===== src/rtl/firefly_pkg.sv =====
// Shared constants and FSM state encoding for the firefly flash link.
// Transmitter and receiver both pull the nominal flash width from here.
package firefly_pkg;

    typedef logic [1:0] state_t;

    localparam state_t WAIT_LOW = 2'd0;
    localparam state_t IDLE     = 2'd1;
    localparam state_t HIGH     = 2'd2;
    localparam state_t LONG     = 2'd3;

    localparam int NOMINAL_DEF = 15000;
    localparam int TOL_DEF     = 500;

endpackage


===== src/rtl/firefly_sync.sv =====
// Two-flop synchronizer for the asynchronous flash line plus rise/fall
// detection on the synchronized level.
module firefly_sync (
    input  logic clk,
    input  logic rst,
    input  logic f1,
    output logic s,
    output logic rise,
    output logic fall
);

    logic meta_q, sync_q, prev_q;

    always_ff @(posedge clk) begin
        if (rst) begin
            meta_q <= 1'b0;
            sync_q <= 1'b0;
            prev_q <= 1'b0;
        end else begin
            meta_q <= f1;
            sync_q <= meta_q;
            prev_q <= sync_q;
        end
    end

    assign s    = sync_q;
    assign rise = sync_q & ~prev_q;
    assign fall = ~sync_q & prev_q;

endmodule


===== src/rtl/firefly_rx.sv =====
// Firefly flash receiver: measures high-pulse width on f1 and classifies it.
// Optional valid-flash counter enabled by FIREFLY_FLASH_CNT_EN.
module firefly_rx
    import firefly_pkg::*;
#(
    parameter int NOMINAL = NOMINAL_DEF,
    parameter int TOL     = TOL_DEF,
    parameter int CW      = 16
) (
    input  logic          clk,
    input  logic          rst,
    input  logic          f1,
    output logic          flash_ok,
    output logic          err_short,
    output logic          err_long,
`ifdef FIREFLY_FLASH_CNT_EN
    output logic [7:0]    flash_cnt,
`endif
    output logic [CW-1:0] last_width
);

    localparam logic [CW-1:0] LO    = CW'(NOMINAL - TOL);
    localparam logic [CW-1:0] HI    = CW'(NOMINAL + TOL);
    localparam logic [CW-1:0] LIMIT = CW'(NOMINAL + TOL + 1);
    localparam logic [CW-1:0] ONES  = '1;

    if (NOMINAL + TOL >= (2 ** CW) - 1) begin : g_bad_cfg
        $error("firefly_rx: NOMINAL+TOL must be below 2^CW-1");
    end

    logic s, rise, fall;

    firefly_sync u_sync (
        .clk  (clk),
        .rst  (rst),
        .f1   (f1),
        .s    (s),
        .rise (rise),
        .fall (fall)
    );

    state_t        state_q, state_d;
    logic [CW-1:0] cnt_q, cnt_d;
    logic [CW-1:0] width_q, width_d;
    logic          ok_q, ok_d, short_q, short_d, long_q, long_d;
    logic [1:0]    warm_q;

    always_comb begin
        state_d = state_q;
        cnt_d   = cnt_q;
        width_d = width_q;
        ok_d    = 1'b0;
        short_d = 1'b0;
        long_d  = 1'b0;
        case (state_q)
            // Synchronizer output is forced low for two cycles after reset, so
            // only trust s once the pipeline holds real samples of f1.
            WAIT_LOW: if (warm_q[1] && !s) state_d = IDLE;
            IDLE: begin
                if (rise) begin
                    cnt_d   = CW'(1);
                    state_d = HIGH;
                end
            end
            HIGH: begin
                if (fall) begin
                    width_d = cnt_q;
                    ok_d    = (cnt_q >= LO) && (cnt_q <= HI);
                    short_d = !((cnt_q >= LO) && (cnt_q <= HI));
                    state_d = IDLE;
                end else if (s) begin
                    cnt_d = cnt_q + 1'b1;
                    if (cnt_d == LIMIT) begin
                        long_d  = 1'b1;
                        state_d = LONG;
                    end
                end
            end
            LONG: begin
                if (fall) begin
                    width_d = cnt_q;
                    state_d = IDLE;
                end else if (s && cnt_q != ONES) begin
                    cnt_d = cnt_q + 1'b1;
                end
            end
            default: state_d = WAIT_LOW;
        endcase
    end

    always_ff @(posedge clk) begin
        if (rst) begin
            state_q <= WAIT_LOW;
            cnt_q   <= '0;
            width_q <= '0;
            ok_q    <= 1'b0;
            short_q <= 1'b0;
            long_q  <= 1'b0;
            warm_q  <= '0;
        end else begin
            state_q <= state_d;
            cnt_q   <= cnt_d;
            width_q <= width_d;
            ok_q    <= ok_d;
            short_q <= short_d;
            long_q  <= long_d;
            warm_q  <= {warm_q[0], 1'b1};
        end
    end

    assign flash_ok   = ok_q;
    assign err_short  = short_q;
    assign err_long   = long_q;
    assign last_width = width_q;

`ifdef FIREFLY_FLASH_CNT_EN
    logic [7:0] fcnt_q;

    always_ff @(posedge clk) begin
        if (rst)       fcnt_q <= '0;
        else if (ok_d) fcnt_q <= fcnt_q + 8'd1;
    end

    assign flash_cnt = fcnt_q;
`endif

endmodule


===== config.mk =====
export PLATFORM = sky130hd
export DESIGN_NAME = firefly_rx
export DESIGN_NICKNAME = d
export VERILOG_FILES = /design/src/rtl/firefly_pkg.sv /design/src/rtl/firefly_sync.sv /design/src/rtl/firefly_rx.sv
export SDC_FILE = /design/constraint.sdc
export NUM_CORES = 1
export LEC_CHECK = 0
export BUFFER_PORTS_ARGS = -buffer_cell sky130_fd_sc_hd__buf_2
export CORE_ASPECT_RATIO = 0.5
export CORE_MARGIN = 4
export CORE_UTILIZATION = 25
export CTS_CLUSTER_DIAMETER = 150
export DETAILED_ROUTE_END_ITERATION = 8
export PLACE_DENSITY = 0.48
export SYNTH_ARGS = -nofsm -noshare
export SYNTH_HDL_FRONTEND = slang
export SYNTH_SLANG_ARGS = --single-unit

===== constraint.sdc =====
create_clock -name clk -period 2.58 [get_ports clk]
set_clock_uncertainty 0.05 [all_clocks]
set_input_delay 0.774 -clock clk [delete_from_list [all_inputs] [get_ports clk]]
set_output_delay 0.774 -clock clk [all_outputs]
set_load 0.1 [all_outputs]

==> impl_metrics.toml <==
[detailed_routing]
drc = 0
vias = 2010
wl_per_cell_microns = 13.75
drtIter0Drc = 158
ant_nets = 0
dr.pass1.iters = 4
wirelength_mm = 5.733
routed_via_density = 4.820

[sta]
hold_violations = 0
rsz0062_at_grt = "false"
holdWs_ps = 397.4
slew_violations = 0
setup_viol_count_final = 0
fmax_ghz = 0.4114
tns_ps = 0
worstMarginPinSlew_ps = 1039
min_period_ps = 2431
timing.slew.headroom = 0.3049
fin_crit_sh = 0.9421

[cts]
cts.clk_slew.worst_paths_ps = 60
cts_tree = "built"
cts_setup_buffers = 0
root_buffer = "clkbuf_16"
numCtsBuffers = 5
clk_latency_ps = 280
cts.path.max_buffers = 2
cts_sinks = 42
htreeDepth = 2
postCtsHoldBufs = 0

[critical_path]
end_kind = "flip-flop"
cp-start-kind = "flip-flop"
critPathKind = "reg2reg"
worst_r2r_endpoint = "cnt_q[6]$_SDFFE_PP0P_"
required_ps = 2740
worstPathMaxFanout = 11
arrival_ps = 2590
reg2regPathDepth = 8
r2r_setup_slack_ps = 150
r2r-start = "state_q[0]$_SDFFE_PP0P_"

[grt]
grt_pass1_vias = 1927
grt_pass1_wl_mm = 9.528
grt.total_usage = 0.1105
grt_max_degree = 36
overflow = 0
grt_antenna_before_repair = 0

[yosys]
synth_common_cells = "nand2_1, dfxtp_1, a21oi_1, nor2_1"
synthCells = 277
synth.most_common_cell = "nand2_1"
synth_area_leader_cell = "dfxtp_1"
synth_area_leaders = "dfxtp_1, a21oi_1, nand2_1"
ys_seq_area_frac = 0.3769
synth_top_area_frac = 0.3769
syn-num-nets = 288
async_flop_share = 0
synth-seq-cells = 42
synthesis.area_sq_mm = 0.002231
ys.flop_type = "dfxtp_1"
synth_edf_count = 0
ys_warn_count = 0
postSynthAreaPerCell_sq_um = 8.054
yosys.cell_types.count = 56

[power]
ir_drop_uv = 235.5
powerDensity_mw_per_mm2 = 591.5
p_leak_nw = 0.9767

[layout]
fin_nets = 310
utilization = 0.3032
num_antenna_cells = 0
final_cell_area_sq_mm = 0.002640
fillers = 940
area_growth_pct = 18.34
drive_gt1_frac = 0.1900

[hold_path]
hp-class = "reg2reg"
worstHoldStart = "u_sync.meta_q$_SDFF_PP0_"
holdPathEnd = "u_sync.s$_SDFF_PP0_"
holdPathStages = 1

[outcome]
outcome = "completed"

[placement]
gp_congestion = 0.8538
io_buffers = 21
place_area_sq_mm = 0.002476
dp_hpwl_mm = 4.200

[die]
die_w_microns = 141.6
core_area_sq_mm = 0.008708
ios = 22
die_area_sq_mm = 0.01059
die_h_microns = 74.80
start_util = 0.2562
row_count = 24

[flow_run]
cap_viol_max_count = 0
## power breakdown
part / switching [mW] / internal [mW]
clock: 0.246 / 0.389
sequential: 0.0203 / 0.668
combinational: 0.144 / 0.0951
## worst max-delay path, stage by stage, from the launching register on
cell,delay (ps)
dfxtp_1,390
inv_1,100
ha_1,220
o21ba_1,190
o21a_1,180
a31o_1,320
nand2b_1,320
or3_2,450
a21oi_1,150
## state kept, by name (all words and copies together), names as in the netlist
register,count
state_q,2
flash_ok,1
warm_q,2
u_sync.prev_q,1
err_short,1
u_sync.meta_q,1
u_sync.s,1
cnt_q,16
err_long,1
last_width,16
## layout make-up
class | instances | area (sq um) | area share
clock inverters | 1 | 8.758 | 0.003318
multi-input cells | 209 | 1266 | 0.4796
repair buffers | 35 | 210.2 | 0.07962
inverters | 6 | 22.52 | 0.008531
clock buffers | 7 | 142.6 | 0.05403
well taps | 117 | 146.4 | 0.05545
flip-flops and latches | 42 | 843.3 | 0.3194
## logic make-up (layout without fill, tap and decap cells)
family / Yosys count / in the layout / synth area share
buf+inv: 26 / 49 / 0.06001
compound gates: 69 / 69 / 0.1969
simple gates: 125 / 125 / 0.2905
xor+xnor: 5 / 5 / 0.01963
flops: 42 / 42 / 0.3769
mux: 2 / 2 / 0.01122
fa+ha+maj: 8 / 8 / 0.04487
## per-layer routing
| layer | share of wire | GRT usage | up-vias |
|---|---|---|---|
| met1 | 0.50 | 0.1533 | 941 |
| met2 | 0.44 | 0.1842 | 46 |
| li1 | - | - | 1019 |
| met4 | 0.0065 | 0.02660 | 0 |
| met5 | 0 | 0 | - |
| met3 | 0.051 | 0.01650 | 4 |
## worst max-delay path by stage
stage | startpoint | to | depth (start not counted)
global placement | cnt_q[1]$_SDFFE_PP0P_ | state_q[0]$_SDFFE_PP0P_ | 7
floorplan | cnt_q[1]$_SDFFE_PP0P_ | state_q[0]$_SDFFE_PP0P_ | 7
CTS | cnt_q[1]$_SDFFE_PP0P_ | state_q[0]$_SDFFE_PP0P_ | 7
finish | state_q[0]$_SDFFE_PP0P_ | cnt_q[6]$_SDFFE_PP0P_ | 8
global route | state_q[0]$_SDFFE_PP0P_ | cnt_q[6]$_SDFFE_PP0P_ | 8
detailed placement | cnt_q[1]$_SDFFE_PP0P_ | state_q[0]$_SDFFE_PP0P_ | 7
## placed cells by master, fill, tap and decap left out, types with 4 or more instances in the layout
master	instances
and3_1	4
nand4_1	4
nand3_1	8
buf_4	14
ha_1	7
nor3_1	11
nor2b_1	6
nor2_1	16
nand2_1	47
buf_2	21
clkbuf_16	5
o21ai_0	11
nand2b_1	5
dfxtp_1	40
a21oi_1	36
inv_1	6
## per-stage QoR
step / power [mW] / setup slack [ps] / cells
after CTS: 1.577 / 126.4 / 417
after detailed placement: 0.9378 / 146.7 / 409
after floorplan: 0.8633 / 326.6 / 277
final: 1.562 / 149.5 / 417
after global placement: 0.9279 / 203.2 / 409
after global routing: 1.634 / 20.97 / 417
## what timing repair did
action	4_1_cts	5_1_grt
gates resized for setup	0	5
endpoints found under the hold margin	0	0
endpoints found under the setup margin	0	1
Power figures use the tool's default switching activity.
